==> config.mk <==
export PLATFORM = sky130hd
export DESIGN_NAME = instruction_cache
export DESIGN_NICKNAME = d
export VERILOG_FILES = /design/src/rtl/instruction_cache.sv
export SDC_FILE = /design/constraint.sdc
export NUM_CORES = 1
export LEC_CHECK = 0
export CORE_ASPECT_RATIO = 1.25
export CORE_MARGIN = 10
export CORE_UTILIZATION = 60
export CTS_CLUSTER_SIZE = 10
export DETAILED_ROUTE_END_ITERATION = 6
export GPL_TIMING_DRIVEN = 0
export MAX_ROUTING_LAYER = met4
export PLACE_DENSITY = 0.79
export SKIP_CTS_REPAIR_TIMING = 1
export SYNTH_ARGS = -nofsm -noshare
export SYNTH_HDL_FRONTEND = slang
export SYNTH_SLANG_ARGS = --single-unit
==> constraint.sdc <==
create_clock -name CLK -period 15.8 [get_ports CLK]
set_input_delay 2.37 -clock CLK [delete_from_list [all_inputs] [get_ports CLK]]
set_output_delay 2.37 -clock CLK [all_outputs]
set_load 0.005 [all_outputs]
==> src/rtl/instruction_cache.sv <==
// instruction_cache: direct-mapped, read-only instruction cache.
// Each line holds a 16-byte (4-word) block. A hit is served combinationally in
// the same cycle. A miss stalls the CPU through BUSYWAIT, fetches the block
// from the slow instruction memory, installs it and then serves the fetch.
// Optional feature macro: ICACHE_STATS_EN adds saturating HIT_COUNT/MISS_COUNT.
// NUM_BLOCKS is assumed to be a power of two and at least 2.

module instruction_cache #(
    parameter int NUM_BLOCKS = 8,
    parameter int ADDR_W     = 10
) (
    input  logic              CLK,
    input  logic              RESET,
    input  logic [ADDR_W-1:0] ADDRESS,
    output logic [31:0]       READINST,
    output logic              BUSYWAIT,
    output logic              MEM_READ,
    output logic [ADDR_W-5:0] MEM_ADDRESS,
    input  logic [127:0]      MEM_READINST,
    input  logic              MEM_BUSYWAIT
`ifdef ICACHE_STATS_EN
    ,
    output logic [15:0]       HIT_COUNT,
    output logic [15:0]       MISS_COUNT
`endif
);

    localparam int IDX_W = $clog2(NUM_BLOCKS);
    localparam int BA_W  = ADDR_W - 4;
    localparam int TAG_W = BA_W - IDX_W;

    typedef enum logic [1:0] {
        ST_IDLE   = 2'd0,
        ST_FETCH  = 2'd1,
        ST_UPDATE = 2'd2
    } state_e;

    // Control state
    state_e                  state_q;
    state_e                  state_d;
    logic [BA_W-1:0]         miss_addr_q;
    logic [BA_W-1:0]         miss_addr_d;
    logic [NUM_BLOCKS-1:0]   valid_q;
    logic [NUM_BLOCKS-1:0]   valid_d;

    // Line storage (never cleared; valid bits gate its use)
    logic [TAG_W-1:0]        tag_q  [NUM_BLOCKS];
    logic [TAG_W-1:0]        tag_d  [NUM_BLOCKS];
    logic [127:0]            data_q [NUM_BLOCKS];
    logic [127:0]            data_d [NUM_BLOCKS];

    // Address decomposition and lookup
    logic [IDX_W-1:0]        idx_s;
    logic [TAG_W-1:0]        tag_s;
    logic [1:0]              off_s;
    logic [IDX_W-1:0]        miss_idx_s;
    logic [TAG_W-1:0]        miss_tag_s;
    logic [127:0]            line_s;
    logic                    hit_s;
    logic                    fill_s;
    logic                    unused_addr_s;

    assign idx_s         = ADDRESS[3+IDX_W:4];
    assign tag_s         = ADDRESS[ADDR_W-1:4+IDX_W];
    assign off_s         = ADDRESS[3:2];
    assign miss_idx_s    = miss_addr_q[IDX_W-1:0];
    assign miss_tag_s    = miss_addr_q[BA_W-1:IDX_W];
    assign unused_addr_s = ^ADDRESS[1:0];

    // Combinational tag compare and line read for the current fetch address
    always_comb begin
        line_s = data_q[idx_s];
        hit_s  = valid_q[idx_s] && (tag_q[idx_s] == tag_s);
    end

    // Word select inside the addressed line
    always_comb begin
        case (off_s)
            2'd0:    READINST = line_s[31:0];
            2'd1:    READINST = line_s[63:32];
            2'd2:    READINST = line_s[95:64];
            2'd3:    READINST = line_s[127:96];
            default: READINST = line_s[31:0];
        endcase
    end

    // Next-state logic: miss detection, refill completion, settle cycle
    always_comb begin
        state_d     = state_q;
        miss_addr_d = miss_addr_q;
        fill_s      = 1'b0;
        case (state_q)
            ST_IDLE: begin
                if (!hit_s) begin
                    state_d     = ST_FETCH;
                    miss_addr_d = {tag_s, idx_s};
                end else begin
                    state_d     = ST_IDLE;
                end
            end
            ST_FETCH: begin
                // A response arriving while RESET is high is discarded
                if (!MEM_BUSYWAIT && !RESET) begin
                    state_d = ST_UPDATE;
                    fill_s  = 1'b1;
                end else begin
                    state_d = ST_FETCH;
                end
            end
            ST_UPDATE: begin
                state_d = ST_IDLE;
            end
            default: begin
                state_d = ST_IDLE;
            end
        endcase
    end

    // Line-array update on refill; only the missing line changes
    always_comb begin
        valid_d = valid_q;
        tag_d   = tag_q;
        data_d  = data_q;
        if (fill_s) begin
            valid_d[miss_idx_s] = 1'b1;
            tag_d[miss_idx_s]   = miss_tag_s;
            data_d[miss_idx_s]  = MEM_READINST;
        end else begin
            valid_d = valid_q;
        end
    end

    // Output decode: stall request and memory handshake
    always_comb begin
        MEM_READ    = (state_q == ST_FETCH);
        MEM_ADDRESS = miss_addr_q;
        if (RESET) begin
            BUSYWAIT = 1'b0;
        end else begin
            case (state_q)
                ST_IDLE:   BUSYWAIT = !hit_s;
                ST_FETCH:  BUSYWAIT = 1'b1;
                ST_UPDATE: BUSYWAIT = 1'b1;
                default:   BUSYWAIT = 1'b1;
            endcase
        end
    end

    // State register with synchronous reset of control state and valid bits
    always_ff @(posedge CLK) begin
        if (RESET) begin
            state_q     <= ST_IDLE;
            miss_addr_q <= '0;
            valid_q     <= '0;
        end else begin
            state_q     <= state_d;
            miss_addr_q <= miss_addr_d;
            valid_q     <= valid_d;
        end
    end

    // Tag and data arrays keep their contents across reset
    always_ff @(posedge CLK) begin
        tag_q  <= tag_d;
        data_q <= data_d;
    end

`ifdef ICACHE_STATS_EN
    logic [15:0] hit_cnt_q;
    logic [15:0] hit_cnt_d;
    logic [15:0] miss_cnt_q;
    logic [15:0] miss_cnt_d;

    // Saturating hit/miss counters, sampled on IDLE cycles only
    always_comb begin
        hit_cnt_d  = hit_cnt_q;
        miss_cnt_d = miss_cnt_q;
        if (state_q == ST_IDLE) begin
            if (hit_s) begin
                if (hit_cnt_q != 16'hFFFF) begin
                    hit_cnt_d = hit_cnt_q + 16'd1;
                end else begin
                    hit_cnt_d = hit_cnt_q;
                end
            end else begin
                if (miss_cnt_q != 16'hFFFF) begin
                    miss_cnt_d = miss_cnt_q + 16'd1;
                end else begin
                    miss_cnt_d = miss_cnt_q;
                end
            end
        end else begin
            hit_cnt_d  = hit_cnt_q;
            miss_cnt_d = miss_cnt_q;
        end
    end

    // Counter registers, cleared by reset
    always_ff @(posedge CLK) begin
        if (RESET) begin
            hit_cnt_q  <= 16'd0;
            miss_cnt_q <= 16'd0;
        end else begin
            hit_cnt_q  <= hit_cnt_d;
            miss_cnt_q <= miss_cnt_d;
        end
    end

    assign HIT_COUNT  = hit_cnt_q;
    assign MISS_COUNT = miss_cnt_q;
`endif

endmodule

---- Word-level counts from Yosys, hierarchy flattened ----
Cells that the tools add are included.
cells by class
  divide/modulo/power cells ............... 0
  shift operators ......................... 0
  equality and inequality tests ........... 5
  add/sub/neg operators ................... 0
  order comparisons ....................... 6
  bitwise operators ....................... 4
  muxes and demuxes ....................... 24
  reductions and logical operators ........ 10
  $mul .................................... 0
operators by type and width
  operator                                                           number
  bitwise mux 1024 bit                                               1
  binary-select mux 128 bit (select 3 bit)                           1
  demux 128 bit (select 3 bit)                                       1
  two-way mux 128 bit                                                3
  case mux 32 bit (4 select lines)                                   1
  bitwise mux 24 bit                                                 1
  binary-select mux 3 bit (select 3 bit)                             1
  demux 3 bit (select 3 bit)                                         1
  two-way mux 3 bit                                                  3
  greater-or-equal comparator 4 bit, second input constant           2
  less-than comparator 3 x 4 -> 1 bit, second input constant         2
  NOT 3 -> 4 bit                                                     2
  bitwise OR 8 bit                                                   1
  two-way mux 1 bit                                                  7
  equality test 2 x 1 -> 1 bit, second input constant                2
  equality test 2 bit, second input constant                         2
  logical AND 1 bit                                                  4
  logical NOT 2 bit                                                  2
  less-than comparator 4 x 1 -> 1 bit, second input constant         1
  case mux 2 bit (2 select lines)                                    1
  binary-select mux 1 bit (select 3 bit)                             1
  demux 1 bit (select 3 bit)                                         1
  equality test 3 bit                                                1
  greater-or-equal comparator 3 x 1 -> 1 bit, second input constant  1
  4 further kinds                                                    6
storage, ports and cells
  memories kept ........................... 0
  memory bits (read-only) ................. 0
  register bits ........................... 1064
  input port bits ......................... 141
  word-level logic and storage cells ...... 68
  output and inout port bits .............. 40
  memory bits (writable) .................. 0
  latch bits .............................. 0

---- Longest topological paths before layout ----
  depth after elaboration ................. 9
  depth in mapped cells ................... 9

---- Worst setup path after synthesis ----
Ideal clock, no wire load.
  path kind ............................... input -> register
  from .................................... input RESET
  to ...................................... register data_q[768] (netlist name) (enable)
  setup time .............................. 0.784 ns
  path buffers ............................ 0
  arrival time ............................ 11.830 ns
  data required time ...................... 15.016 ns
  stages .................................. 3
  path slack .............................. 3.186 ns
  cells stage by stage .................... nor4b_1 > nand2_1 > nor3_1
between the ends
  longest elaborated chain between the ends .. 4
RTL lines
  element                 line  RTL
  start: declaration      13    input logic RESET,
  logical NOT 1 bit       103   if (!MEM_BUSYWAIT && !RESET) begin
  logical AND 1 bit       103
  two-way mux 1 bit       103
  two-way mux 1 bit       92    case (state_q)
  end signal: assignment  165   data_q <= data_d;
  end: declaration        49    logic [127:0] data_q [NUM_BLOCKS];
No other way between the ends.
A chain may end at the register's enable or synchronous reset.

---- Worst setup path after layout ----
  from .................................... input ADDRESS[5]
  to ...................................... output READINST[6]
between the ends
  longest elaborated chain between the ends .. 5
RTL lines
  element                                                 line  RTL
  start: declaration                                      14    input logic [ADDR_W-1:0] ADDRESS,
  NOT 3 -> 4 bit (not written as such)                    72    line_s = data_q[idx_s];
  binary-select mux 128 bit (select 3 bit)                72
  two-way mux 128 bit (not written as such) (2 in a row)  72
  case mux 32 bit (4 select lines)                        78    case (off_s)
  end: declaration                                        15    output logic [31:0] READINST,
No other way between the ends. The select of a mux whose other input is x is not followed.

==> metrics.md <==
| Metric | Value |
|---|---|
| Global route total overflow | `0` |
| CP most frequent cell | `buf_2` |
| Synth Cell Area | `40600 um2` |
| Family with the most delay on the worst path | `buffers and inverters` |
| Post-route cell area | `47700 um2` |
| Top_reg_cell synth | `edfxtp_1` |
| Sequential share of power | `54.0%` |
| Switch share | `20.8%` |
| Total CTS buffers | `116` |
| Post-Route WL | `99500 um` |
| Max Freq | `119 MHz` |
| GRT Resource Usage Total | `26.2%` |
| Register area | `31800 um2` |
| Total Die Area | `78500 um2` |
| Multi-input logic area | `8370 um2` |
| Outcome | `finished, violations left` |
| Net Switching | `1.21 mW` |
| Worst setup EP type | `output pin` |
| Largest net degree at the start of global routing | `27` |
| CP Launch Point | `ADDRESS[5]` |
| Slew HR | `29.7%` |
| Mapped Cells | `1748` |
| Worst Path Buf+Inv | `4` |
| Register area share after synthesis | `78.3%` |
| Area Overhead vs Synth | `17.6%` |
| CP Depth | `9` |
| Yosys top cell by area | `edfxtp_1` |
| First-pass GRT wire length | `144000 um` |
| Leakage | `15.4 nW` |
| Die X | `253 um` |
| R2r setup slk | `12.58 ns` |
| Clock sink count | `1064` |
| Total power | `5.81 mW` |
| Via count | `20100` |
| Setup CP Type | `input port to output pin` |
| Initial core utilization | `60.6%` |
| Drt first-iter violations | `2527` |
| Via/cell ratio | `6.64` |
| Dpl cell area | `44600 um2` |
| Net count, final | `2246` |
| Logic pwr share | `6.0%` |
| # DRC | `5` |
| Utilization after layout | `71.3%` |
| Final setup viols | `0` |
| Vias in the first global route | `20600` |
| Critical path's slowest cell | `buf_1` |
| Net count after synthesis | `1889` |
| Reg2reg path depth | `9` |
| Initial antenna violation count | `23` |
| Worst Max-Slew Pin Slew | `1.05 ns` |
| Die Ht | `311 um` |
| Failing checks | `design-rule violations` |
| Placer congestion estimate | `0.825` |
| Critical path fanouts, max | `10` |
| Max stage delay on crit path | `0.77 ns` |
| Fin Clk Skew | `0.0237 ns` |
| Area contributors post-synth | `edfxtp_1 (78%), mux4_2 (14%), mux2i_1 (3.6%), dfxtp_1 (0.79%), a21oi_1 (0.69%)` |
| Max-Cap Viols | `0` |
| Async set or reset register ratio after synthesis | `0%` |
| Tcrit/Tclk final | `53.2%` |
| Most numerous cell in the Yosys netlist | `edfxtp_1` |
| PortBufs | `173` |
| Reg2reg start | `state_q[1]` |
| Worst Path Arrival | `6.03 ns` |
| DP HPWL | `63800 um` |
| Pre-antenna DRT Iters | `7` |
| Maximum VDD drop | `90.5 uV` |
| Power Dens Cells | `122 nW/um2` |
| Startpoint types | `input port` |
| Most frequent cells after synthesis | `edfxtp_1 (1048), mux4_2 (261), mux2i_1 (146)` |
| RSZ-0062 raised after global routing | `no` |
| TritonCTS clock tree | `built` |
| H-tree depth | `3` |
| Core area | `67000 um2` |
| # IOs | `181` |
| Warnings, synthesis | `0` |
| Routed len/inst | `32.9 um` |
| Row cnt | `106` |
| Cell-internal power | `4.60 mW` |
| Post-synthesis register bit count | `1064` |
| Share of layout cells above drive strength 1 | `23.5%` |
| CTS clk-pin slew, worst paths | `0.05 ns` |
| Final Max Tran Viols | `0` |
| Max Buffers Root-to-Sink | `3` |
| Final hold viol count | `0` |
| Clk pwr share | `40.1%` |
| Critical Path RT | `13.43 ns` |
| Hold/Removal Path Class | `register to register` |
| Root Driver | `clkbuf_16` |
| Clk Latency, worst-skew pair | `0.69 ns` |
| Synth cell types | `26` |
| Top-area cell type share of the netlist area | `77.5%` |
| Syn avg cell area | `23.2 um2` |
| Crit path cell chain | `buf_2 > buf_2 > buf_1 > mux4_2 > mux2i_1 > o22ai_1 > nor2_1 > a21oi_1 > clkdlybuf4s50_1` |
| Hold path cells | `2` |
| Minimum clock period | `8.40 ns` |
| Layout filler cell count | `3635` |
| Number of synthesized flops with an enable pin | `1048` |
| Post-route ant nets | `0` |
| Worst hold path startpoint | `valid_q[5]` |
==> layout by cell type (no fill, tap or decap), types with 27 or more instances in the layout <==
cell	synthesis	final
o22ai_1	32	32
mux4_2	261	261
mux2i_1	146	146
buf_12	0	27
edfxtp_1	1048	1048
nor2_1	52	46
buf_4	25	28
a21oi_1	56	56
clkbuf_1	36	61
clkbuf_16	0	117
clkdlybuf4s50_1	0	173
==> cell families after synthesis <==
family / after synthesis / synth area share, %
AO/OA/AOI/OAI: 92 / 1.33
multiplexers: 408 / 18.1
buffers and inverters: 94 / 1.19
XOR/XNOR: 3 / 0.0648
flip-flops: 1064 / 78.3
AND/OR/NAND/NOR: 87 / 0.980
==> sequential cells by signal (all words and copies together), names as in the netlist <==
name / flops
data_q: 1024
tag_q: 24
valid_q: 8
MEM_ADDRESS: 6
state_q: 2
==> final timing paths <==
path / end
hold reg to reg: valid_q[5]
setup / recovery: READINST[6]
hold / removal: valid_q[5]
setup reg to reg: data_q[1017]
==> metrics by stage <==
stage | hold slack, ns | std cells | TNS, ns | setup slack [ns]
floorplan | 0.435 | 1748 | 0 | 3.19
global placement | 0.444 | 2785 | -1652.74 | -6.30
detailed placement | 0.462 | 2851 | 0 | 7.59
CTS | 0.474 | 3000 | 0 | 7.53
global route | 0.496 | 3024 | 0 | 7.44
finish | 0.475 | 3024 | 0 | 7.40
==> tightest hold or removal path, cell delays in order (launching register included) <==
cell	delay [ns]
dfxtp_1	0.33
nor2_1	0.05
nor2_1	0.07
==> cell type report <==
cell class                      instances  area share [%]
Sequential cell                      1064            66.6
Multi-Input combinational cell        590            17.5
Clock buffer                          142            6.33
Timing Repair Buffer                  239            5.92
Tap cell                              864            2.26
Buffer                                 93            1.00
Clock inverter                          7           0.241
Antenna cell                           24           0.126
Inverter                                1         0.00786
==> routing by layer <==
metal	part of all wire [%]	vias up	routed length (um)	track usage, %
li1	-	8107	-	-
met1	35	10500	35200	32.8
met2	51	1299	50600	41.4
met3	9.4	192	9380	5.18
met4	4.4	0	4350	11.7
met5	0	-	0	-
==> power groups by stage <==
stage | Clock [mW] | Sequential [mW] | Combinational, mW
global route | 2.45 | 3.13 | 0.363
finish | 2.33 | 3.13 | 0.347
detailed placement | 0 | 3.19 | 0.340
floorplan | 0 | 3.19 | 0.168
CTS | 2.34 | 3.13 | 0.346
global placement | 0 | 3.20 | 0.323
(Power assumes the default switching activity.)
